[config.mk]
export PLATFORM = sky130hd
export DESIGN_NAME = muldiv_unit
export DESIGN_NICKNAME = d
export VERILOG_FILES = /design/src/rtl/mips_defines_pkg.sv /design/src/rtl/muldiv_unit.sv
export SDC_FILE = /design/constraint.sdc
export NUM_CORES = 1
export LEC_CHECK = 0
export BUFFER_PORTS_ARGS = -buffer_cell sky130_fd_sc_hd__buf_2
export CAP_MARGIN = 20
export CORE_ASPECT_RATIO = 0.9
export CORE_MARGIN = 2
export CORE_UTILIZATION = 40
export CTS_CLUSTER_SIZE = 20
export DETAILED_ROUTE_END_ITERATION = 8
export HOLD_SLACK_MARGIN = 0.15
export PLACE_DENSITY = 0.57
export REMOVE_ABC_BUFFERS = 1
export SLEW_MARGIN = 10
export SYNTH_ARGS = -nofsm -noshare
export SYNTH_HDL_FRONTEND = slang
export SYNTH_SLANG_ARGS = --single-unit
export TNS_END_PERCENT = 100
[constraint.sdc]
create_clock -name clk -period 5.8 [get_ports clk]
set_input_delay 1.16 -clock clk [delete_from_list [all_inputs] [get_ports clk]]
set_output_delay 1.16 -clock clk [all_outputs]
set_load 0.05 [all_outputs]
[src/rtl/mips_defines_pkg.sv]
// Shared MIPS core definitions: ALU opcodes, multiply/divide opcodes and
// the iteration count used by the sequential multiply/divide unit.
package mips_defines_pkg;

    typedef enum logic [3:0] {
        ALU_OP_ADD  = 4'd0,
        ALU_OP_SUB  = 4'd1,
        ALU_OP_AND  = 4'd2,
        ALU_OP_OR   = 4'd3,
        ALU_OP_XOR  = 4'd4,
        ALU_OP_NOR  = 4'd5,
        ALU_OP_SLT  = 4'd6,
        ALU_OP_SLTU = 4'd7,
        ALU_OP_SLL  = 4'd8,
        ALU_OP_SRL  = 4'd9,
        ALU_OP_SRA  = 4'd10,
        ALU_OP_LUI  = 4'd11
    } alu_op_e;

    typedef enum logic [2:0] {
        MD_OP_MULT  = 3'd0,
        MD_OP_MULTU = 3'd1,
        MD_OP_DIV   = 3'd2,
        MD_OP_DIVU  = 3'd3,
        MD_OP_MTHI  = 3'd4,
        MD_OP_MTLO  = 3'd5
    } md_op_e;

    localparam int MD_ITERS = 32;
    localparam int MD_CNT_W = $clog2(MD_ITERS);

endpackage

[src/rtl/muldiv_unit.sv]
// Sequential radix-2 multiply/divide unit driving the HI/LO registers.
// One shared 33-bit adder serves both shift-add multiply and restoring divide.
module muldiv_unit
    import mips_defines_pkg::*;
(
    input  logic        clk,
    input  logic        rst,
    input  logic        md_start,
    input  logic [2:0]  md_op,
    input  logic [31:0] md_op_x,
    input  logic [31:0] md_op_y,
    input  logic        md_cancel,
    output logic [31:0] md_hi,
    output logic [31:0] md_lo,
    output logic        md_busy,
    output logic        md_done
);

    typedef enum logic [1:0] {
        IDLE  = 2'd0,
        ITER  = 2'd1,
        FIXUP = 2'd2
    } state_e;

    localparam logic [MD_CNT_W-1:0] CNT_LAST = MD_CNT_W'(MD_ITERS - 1);

    state_e              state, state_nxt;
    logic [MD_CNT_W-1:0] cnt;
    logic [32:0]         acc;     // running product high half / partial remainder
    logic [31:0]         quo;     // multiplier bits / dividend-then-quotient bits
    logic [31:0]         mcand;   // |multiplicand| or |divisor|
    logic                is_div;
    logic                neg_q;
    logic                neg_r;
    logic [31:0]         hi_q, lo_q;
    logic                done_q;

    md_op_e op;
    logic   start_arith, start_mthi, start_mtlo, do_write;

    assign op = md_op_e'(md_op);

    always_ff @(posedge clk or posedge rst) begin
        if (rst) state <= IDLE;
        else     state <= state_nxt;
    end

    // NOTE: every signal driven here gets a default first, so no path can infer a latch.
    always_comb begin
        state_nxt   = state;
        start_arith = 1'b0;
        start_mthi  = 1'b0;
        start_mtlo  = 1'b0;
        do_write    = 1'b0;
        case (state)
            IDLE: begin
                if (md_start && !md_cancel) begin
                    case (op)
                        MD_OP_MULT, MD_OP_MULTU, MD_OP_DIV, MD_OP_DIVU: begin
                            start_arith = 1'b1;
                            state_nxt   = ITER;
                        end
                        MD_OP_MTHI: start_mthi = 1'b1;
                        MD_OP_MTLO: start_mtlo = 1'b1;
                        default: ;
                    endcase
                end
            end
            ITER: begin
                if (md_cancel)             state_nxt = IDLE;
                else if (cnt == CNT_LAST)  state_nxt = FIXUP;
            end
            FIXUP: begin
                state_nxt = IDLE;
                do_write  = !md_cancel;
            end
            default: state_nxt = IDLE;
        endcase
    end

    // Operand conditioning at start: magnitudes plus the signs to restore later.
    logic is_signed_op, is_div_op, x_neg, y_neg, y_zero;
    assign is_signed_op = (op == MD_OP_MULT) || (op == MD_OP_DIV);
    assign is_div_op    = (op == MD_OP_DIV)  || (op == MD_OP_DIVU);
    assign x_neg        = is_signed_op && md_op_x[31];
    assign y_neg        = is_signed_op && md_op_y[31];
    assign y_zero       = (md_op_y == 32'd0);

    // Shared step adder: acc + (q0 ? M : 0) for multiply, shifted - M for divide.
    logic [32:0] shifted, add_a, add_b, sum;
    assign shifted = {acc[31:0], quo[31]};
    assign add_a   = is_div ? shifted : acc;
    assign add_b   = is_div ? ~{1'b0, mcand} : (quo[0] ? {1'b0, mcand} : 33'd0);
    assign sum     = add_a + add_b + {32'd0, is_div};

    logic [63:0] prod_mag, prod_res;
    logic [31:0] q_res, r_res;
    assign prod_mag = {acc[31:0], quo};
    assign prod_res = neg_q ? -prod_mag : prod_mag;
    assign q_res    = neg_q ? -quo : quo;
    assign r_res    = neg_r ? -acc[31:0] : acc[31:0];

    always_ff @(posedge clk or posedge rst) begin
        if (rst) begin
            cnt    <= '0;
            acc    <= '0;
            quo    <= '0;
            mcand  <= '0;
            is_div <= 1'b0;
            neg_q  <= 1'b0;
            neg_r  <= 1'b0;
        end else if (start_arith) begin
            cnt    <= '0;
            acc    <= '0;
            quo    <= x_neg ? -md_op_x : md_op_x;
            mcand  <= y_neg ? -md_op_y : md_op_y;
            is_div <= is_div_op;
            // A zero divisor keeps the all-ones quotient; the remainder sign still restores x.
            neg_q  <= (x_neg ^ y_neg) && !(is_div_op && y_zero);
            neg_r  <= is_div_op && x_neg;
        end else if (state == ITER) begin
            cnt <= cnt + 1'b1;
            if (is_div) begin
                acc <= sum[32] ? shifted : sum;
                quo <= {quo[30:0], ~sum[32]};
            end else begin
                acc <= {1'b0, sum[32:1]};
                quo <= {sum[0], quo[31:1]};
            end
        end
    end

    always_ff @(posedge clk or posedge rst) begin
        if (rst) begin
            hi_q   <= '0;
            lo_q   <= '0;
            done_q <= 1'b0;
        end else begin
            done_q <= do_write;
            if (do_write) begin
                hi_q <= is_div ? r_res : prod_res[63:32];
                lo_q <= is_div ? q_res : prod_res[31:0];
            end else if (start_mthi) begin
                hi_q <= md_op_x;
            end else if (start_mtlo) begin
                lo_q <= md_op_x;
            end
        end
    end

    assign md_hi   = hi_q;
    assign md_lo   = lo_q;
    assign md_done = done_q;
    assign md_busy = (state != IDLE);

endmodule
==> metrics.md, run 1 <==
| Metric | Value |
|---|---|
| Clock buffers created by TritonCTS | `17` |
| Hold-fix buffers, CTS | `0` |
| Max Fclk | `193 MHz` |
| Congestion Overflow GR | `0` |
| Setup fix buffers added after clock tree synthesis | `0` |
| Tightest Hold Check Type | `reg2reg` |
| Layout Area Growth over Synthesis | `11.3%` |
| Number of vias after detailed routing | `12400` |
| Startpoint type of the worst setup path | `flop` |
| Vias in the first global route | `11400` |
| Commonest cells after routing, fill and taps aside | `nand2_1 (232), o21ai_0 (178), dfrtp_1 (171)` |
| Filler cells | `3320` |
| CP endpoint kind | `flop` |
| I/O pin count | `137` |
| Post-synthesis cell type count | `74` |
| Horiz. Die Dim | `196 um` |
| Number of optimization iterations in the first detailed-route pass | `7` |
| Initial cell density of the core | `0.404` |
| Share of synthesized flip-flops with an asynchronous set or reset | `1.00` |
| Top Family by Delay on Critical Path | `compound AO/OA/AOI/OAI gates` |
| Top flip-flop cell by instance count after synthesis | `dfrtp_1` |
| DRT antenna net count | `0` |
| Most common cell type on the critical path | `inv_1` |
| Post-placement setup slack | `0.744 ns` |
| Unrepaired setup endpoints after global routing | `false` |
| Share of the cycle needed by the critical path after routing | `0.892` |
| Antenna diode count | `0` |
| Sequence of cells on the critical path | `inv_1 -> o21ai_0 -> inv_1 -> fa_1 -> inv_1 -> fa_1 -> a211oi_1 -> o21ai_0 -> a41oi_1 -> a2111oi_0 -> nor3_1 -> o221a_2 -> xnor2_1 -> a211o_1 -> a32o_1` |
| Avg Cell Area, Syn | `8.02 um2` |
| CTS tree | `built` |
| Count of port buffers added during placement | `136` |
| Critical path start-end classification | `reg2reg` |
| Clock transition at the registers of the reported paths | `0.07 ns` |
| H-tree Lvls | `4` |
| Antenna violations before repair | `1` |
| Hold Slack | `0.487 ns` |
| Most common cell after layout, fill and taps aside | `nand2_1` |
| Vias per Instance | `5.79` |
| Part of the Yosys area used for sequential elements | `0.324` |
| Final setup viols | `0` |
| RePlAce Congestion | `0.895` |
| Count of flip-flops with a built-in enable after synthesis | `0` |
| # resized after CTS | `0` |
| Power density of the placed cells | `466 nW/um2` |
| Cell at the root of the clock tree | `clkbuf_16` |
| Overall global routing resource usage | `0.238` |
| Number of buffers and inverters on the critical path | `3` |
| First DRT Iteration DRCs | `929` |
| Yosys warnings | `0` |
| Transition time at the pin with the least slew margin | `1.01 ns` |
| Number of flip-flops and latches in the synthesized netlist | `172` |
| Net count of the finished layout | `1815` |
| Placeable core region | `32900 um2` |
| Max_slew headroom | `0.328` |
| Max_cap viols | `0` |
| Half-perimeter wire length after placement | `29.8 mm` |
| Worst endpoint data arrival time | `5.51 ns` |
| Delay contributed by the slowest stage of the critical path | `0.76 ns` |
| Cell leakage power | `6.33 nW` |
| Final worst path period need | `5.17 ns` |
| Tot Pwr | `6.89 mW` |
| Count of final max-slew check failures | `0` |
| Clock sink total | `172` |
| Clock network latency to the later pin of the worst-skew pair | `0.46 ns` |
| Synthesized instance count | `1658` |
| Vertical die dimension | `177 um` |
| Share of final-layout standard cells stronger than drive strength 1 | `0.143` |
| Fin Clk Skew | `0.0170 ns` |
| Status | `finished clean` |
| Data required, critical path | `6.14 ns` |
| Routed wirelength normalized by instance count | `19.1 um` |
| Maximum VDD drop | `251 uV` |
| Std cell rows | `63` |
| Syn Std Cell Area | `13300 um2` |
| Accumulated negative setup slack | `0 ns` |
| Smallest setup slack after layout | `0.625 ns` |
| Pin count of the biggest net entering global routing | `94` |
| Final wirelength | `40.8 mm` |
| Post-route DRC violation count | `0` |
| Slowest stage cell on the critical path | `dfrtp_4` |
| Hold violation count in the final report | `0` |
| Die footprint | `34700 um2` |
| Global-route wire length before repair | `65.2 mm` |
| Number of buffers between clock root and the deepest sink | `2` |
| Critical-path maximum fanout | `28` |
[routing by layer]
| metal | up-vias | global-route usage | routed length, um | share of wire |
|---|---|---|---|---|
| met1 | 5938 | 0.345 | 19600 | 0.48 |
| met4 | 0 | 0.0641 | 904 | 0.022 |
| met2 | 362 | 0.367 | 18000 | 0.44 |
| li1 | 6035 | - | - | - |
| met5 | - | 0 | 0 | 0 |
| met3 | 40 | 0.0398 | 2240 | 0.055 |
[stage by stage]
step | util | cell area, um2 | cells
after global routing | 0.450 | 14800 | 2139
after CTS | 0.449 | 14800 | 2137
after floorplan | - | 12800 | 1528
after detailed placement | 0.432 | 14200 | 2105
after global placement | 0.431 | 14200 | 2104
final | 0.450 | 14800 | 2139
[final timing paths]
path	from	endpoint	slack, ns	depth (start not counted)
min in group asynchronous	rst	md_lo[19]$_DFFE_PP0P_	0.90	2
worst max-delay path	is_div$_DFFE_PP0P_	acc[30]$_DFFE_PP0P_	0.63	15
max in group asynchronous	rst	md_lo[3]$_DFFE_PP0P_	3.72	3
worst max register to register	is_div$_DFFE_PP0P_	acc[30]$_DFFE_PP0P_	0.63	15
worst min register to register	acc[31]$_DFFE_PP0P_	acc[31]$_DFFE_PP0P_	0.49	1
worst min-delay path	acc[31]$_DFFE_PP0P_	acc[31]$_DFFE_PP0P_	0.49	1
[where the power goes]
group          switching (mW)  leakage [nW]  internal, mW
combinational            2.25          3.90          1.41
sequential              0.533          2.16          1.53
clock                   0.552         0.275         0.611
[cell type report]
type | instances | area, um2 | area share
Multi-Input combinational cell | 1327 | 8400 | 0.568
Tap cell | 422 | 528 | 0.0357
Sequential cell | 172 | 4310 | 0.291
Clock inverter | 14 | 135 | 0.00913
Clock buffer | 18 | 439 | 0.0297
Timing Repair Buffer | 157 | 871 | 0.0589
Inverter | 29 | 114 | 0.00770
[cells in the mapped netlist, types with 3 or more instances]
| master | number | share of area |
|---|---|---|
| nand2_1 | 233 | 0.066 |
| o21ai_0 | 178 | 0.067 |
| dfrtp_1 | 172 | 0.32 |
| nor2_1 | 136 | 0.038 |
| a21oi_1 | 111 | 0.042 |
| clkbuf_1 | 111 | 0.031 |
| xnor2_1 | 86 | 0.057 |
| mux2i_1 | 83 | 0.062 |
| xor2_1 | 57 | 0.038 |
| a211oi_1 | 42 | 0.024 |
| a31oi_1 | 38 | 0.018 |
| ha_1 | 38 | 0.036 |
| mux2_2 | 29 | 0.025 |
| a22oi_1 | 28 | 0.016 |
| inv_1 | 28 | 0.0079 |
| nand3_1 | 27 | 0.010 |
| nor3_1 | 27 | 0.010 |
| nor4_1 | 20 | 0.0094 |
| o31ai_1 | 19 | 0.011 |
| or3_1 | 19 | 0.0089 |
| nor2b_1 | 17 | 0.0080 |
| o41ai_1 | 12 | 0.0079 |
| a21o_1 | 11 | 0.0062 |
| nand2b_1 | 11 | 0.0052 |
| or4_1 | 11 | 0.0062 |
| nand4_1 | 10 | 0.0047 |
| buf_1 | 8 | 0.0023 |
| and2_1 | 7 | 0.0033 |
| and3_1 | 6 | 0.0028 |
| buf_2 | 6 | 0.0023 |
| o21a_1 | 5 | 0.0028 |
| or2_2 | 5 | 0.0024 |
| a2111oi_0 | 4 | 0.0026 |
| a211o_1 | 4 | 0.0026 |
| a21boi_0 | 3 | 0.0017 |
| buf_4 | 3 | 0.0017 |
| o22ai_1 | 3 | 0.0014 |
[worst register-to-register path: stages, from the launching register on]
cell,delay [ns]
dfrtp_4,0.76
inv_1,0.43
o21ai_0,0.34
inv_1,0.09
fa_1,0.39
inv_1,0.08
fa_1,0.22
a211oi_1,0.10
o21ai_0,0.46
a41oi_1,0.36
a2111oi_0,0.69
nor3_1,0.18
o221a_2,0.28
xnor2_1,0.14
a211o_1,0.30
a32o_1,0.25
[state kept, by name, indices dropped and copies added, names as in the netlist]
signal and count:
acc 33, cnt 5, is_div 1, mcand 32
md_done 1, md_hi 32, md_lo 32, neg_q 1
neg_r 1, quo 32, state 2
[cell families after synthesis]
family          share of synthesized area
xor+xnor                           0.0942
compound gates                      0.223
mux                                0.0871
buf+inv                            0.0470
fa+ha+maj                          0.0388
simple gates                        0.186
flops                               0.324
(Power assumes the default switching activity.)
==> run 2: changes to the inputs <==
CELL_PAD_IN_SITES_DETAIL_PLACEMENT = 0   (was unset)
CELL_PAD_IN_SITES_GLOBAL_PLACEMENT = 1   (was unset)
PLACE_DENSITY = 0.84   (was 0.57)
TNS_END_PERCENT = 50   (was 100)
==> run 2 against run 1 <==
Sequential share of layout area decreased by 0.079 points. Global-route usage decreased by 0.24 points. Clock skew increased by 0.00055 ns. Clock power about the same. Critical path type unchanged. Largest power group unchanged.
==> metrics.md, run 2 (synthesis gave the netlist of run 1 again) <==
| Metric | Value |
|---|---|
| Cell area after placement | `14200 um2` |
| Initial cell density of the core | `0.404` |
| CTS tree | `built` |
| Combinational share of power | `0.535` |
| Sw frac | `0.491` |
| Power density of the placed cells | `467 nW/um2` |
| Worst endpoint data arrival time | `5.39 ns` |
| Vias per Instance | `5.82` |
| Most common cell after layout, fill and taps aside | `nand2_1` |
| Cell at the root of the clock tree | `clkbuf_16` |
| Number of buffers between clock root and the deepest sink | `2` |
| Clock transition at the registers of the reported paths | `0.07 ns` |
| Accumulated negative setup slack | `0 ns` |
| Startpoint of the lowest-slack register-to-register path | `is_div$_DFFE_PP0P_` |
| Number of instances in the placed design | `2106` |
| DRT antenna net count | `0` |
| Congestion Overflow GR | `0` |
| Startpoint type of the worst setup path | `flop` |
| Sequence of cells on the critical path | `inv_1 -> buf_4 -> o21ai_0 -> inv_1 -> fa_1 -> inv_1 -> fa_1 -> a211oi_1 -> o21ai_0 -> a21oi_1 -> a2111oi_0 -> buf_4 -> o22ai_1 -> xnor2_2 -> buf_12 -> mux2i_1 -> o21ai_0` |
| Delay contributed by the slowest stage of the critical path | `0.79 ns` |
| Commonest cells after routing, fill and taps aside | `nand2_1 (232), o21ai_0 (178), dfrtp_1 (171)` |
| Antenna violations before repair | `1` |
| Clock sink total | `172` |
| Filler cells | `3267` |
| Fin Clk Skew | `0.0175 ns` |
| Count of port buffers added during placement | `136` |
| Final wirelength | `40.5 mm` |
| H-tree Lvls | `4` |
| Number of optimization iterations in the first detailed-route pass | `5` |
| Clock buffers created by TritonCTS | `17` |
| Count of final max-slew check failures | `0` |
| Number of buffers and inverters on the critical path | `6` |
| Final standard cell count with taps included and fillers excluded | `2141` |
| Clock network latency to the later pin of the worst-skew pair | `0.46 ns` |
| Overall global routing resource usage | `0.236` |
| Hold Slack | `0.496 ns` |
| Placeable core region | `32900 um2` |
| Relative contribution of sequential cells to total power | `0.297` |
| Vias in the first global route | `11600` |
| Routed wirelength normalized by instance count | `18.9 um` |
| Layout Area Growth over Synthesis | `11.6%` |
| Max_slew headroom | `0.397` |
| I/O pin count | `137` |
| Final worst path period need | `5.10 ns` |
| Die footprint | `34700 um2` |
| Status | `finished clean` |
| Global-route wire length before repair | `64.7 mm` |
| CP endpoint kind | `flop` |
| Largest register by flop count | `acc` |
| Cell leakage power | `6.36 nW` |
| Share of the cycle needed by the critical path after routing | `0.879` |
| Unrepaired setup endpoints after global routing | `false` |
| Critical-path maximum fanout | `38` |
| Slowest stage cell on the critical path | `dfrtp_4` |
| Std cell rows | `63` |
| Worst setup slack for register-to-register paths | `0.70 ns` |
| Max Fclk | `196 MHz` |
| First DRT Iteration DRCs | `993` |
| Half-perimeter wire length after placement | `30.0 mm` |
| Hold path startpoint | `acc[31]$_DFFE_PP0P_` |
| Largest register FFs | `33` |
| Hold violation count in the final report | `0` |
| Critical path start-end classification | `reg2reg` |
| Internal portion of total power | `3.52 mW` |
| Hold-fix buffers, CTS | `0` |
| Net load switching power | `3.40 mW` |
| Final design instance area without fill | `14800 um2` |
| CP Launch Point | `is_div$_DFFE_PP0P_` |
| Max_cap viols | `0` |
| Horiz. Die Dim | `196 um` |
| Setup fix buffers added after clock tree synthesis | `0` |
| Transition time at the pin with the least slew margin | `0.903 ns` |
| Number of vias after detailed routing | `12500` |
| Maximum VDD drop | `234 uV` |
| Tightest Hold Check Type | `reg2reg` |
| # resized after CTS | `0` |
| Net count of the finished layout | `1816` |
| Post-route DRC violation count | `0` |
| RePlAce Congestion | `0.936` |
| Clock network power share | `0.168` |
| Share of final-layout standard cells stronger than drive strength 1 | `0.144` |
| Pin count of the biggest net entering global routing | `89` |
| Final setup viols | `0` |
| Vertical die dimension | `177 um` |
| Top Family by Delay on Critical Path | `compound AO/OA/AOI/OAI gates` |
| Data required, critical path | `6.09 ns` |
-- run 2: cell types whose count changed in the layout (fill, tap and decap cells not counted), sizes merged --
cell	previous run	this run
clkinvlp	3	0
inv	32	35
clkinv	7	9
buf	157	158
bufinv	1	0
clkbuf	18	17
diode	0	1
-- run 2: path summary, 6_finish.rpt --
kind,endpoint,cells past startpoint
worst max-delay path,acc[18]$_DFFE_PP0P_,17
worst min-delay path,acc[31]$_DFFE_PP0P_,1
worst max register to register,acc[18]$_DFFE_PP0P_,17
worst min register to register,acc[31]$_DFFE_PP0P_,1
max in group asynchronous,is_div$_DFFE_PP0P_,3
min in group asynchronous,md_lo[24]$_DFFE_PP0P_,2
-- run 2: through the flow --
stage / setup WS (ns) / utilization / power (mW)
final: 0.702 / 0.451 / 6.92
after global routing: 0.285 / 0.451 / 7.42
after CTS: 0.745 / 0.450 / 6.90
after detailed placement: 0.761 / 0.432 / 5.73
after global placement: 0.838 / 0.432 / 5.66
after floorplan: -3.03 / - / 4.70
-- run 2: power groups by stage --
stage                     logic (mW)  registers (mW)  clock network (mW)
after floorplan                 2.41            2.29                   0
after global placement          3.61            2.05                   0
after detailed placement        3.66            2.07                   0
after CTS                       3.67            2.05                1.18
after global routing            4.07            2.12                1.23
final                           3.70            2.06                1.16
-- run 2: layer usage --
metal  wire (um)  vias to the layer above  GRT usage  share of wire
li1            -                     6033          -              -
met1       18600                     5931      0.329           0.46
met2       18200                      449      0.374           0.45
met3        2660                       53     0.0362          0.066
met4        1070                        0     0.0811          0.026
met5           0                        -          0              0
-- run 2: area by class of cell --
cell class | count | area, um2 | area share
Clock inverter | 15 | 154 | 0.0104
Antenna cell | 1 | 2.50 | 0.000169
Tap cell | 422 | 528 | 0.0356
Inverter | 29 | 114 | 0.00768
Timing Repair Buffer | 158 | 903 | 0.0609
Multi-Input combinational cell | 1327 | 8400 | 0.566
Clock buffer | 17 | 425 | 0.0287
Sequential cell | 172 | 4310 | 0.290
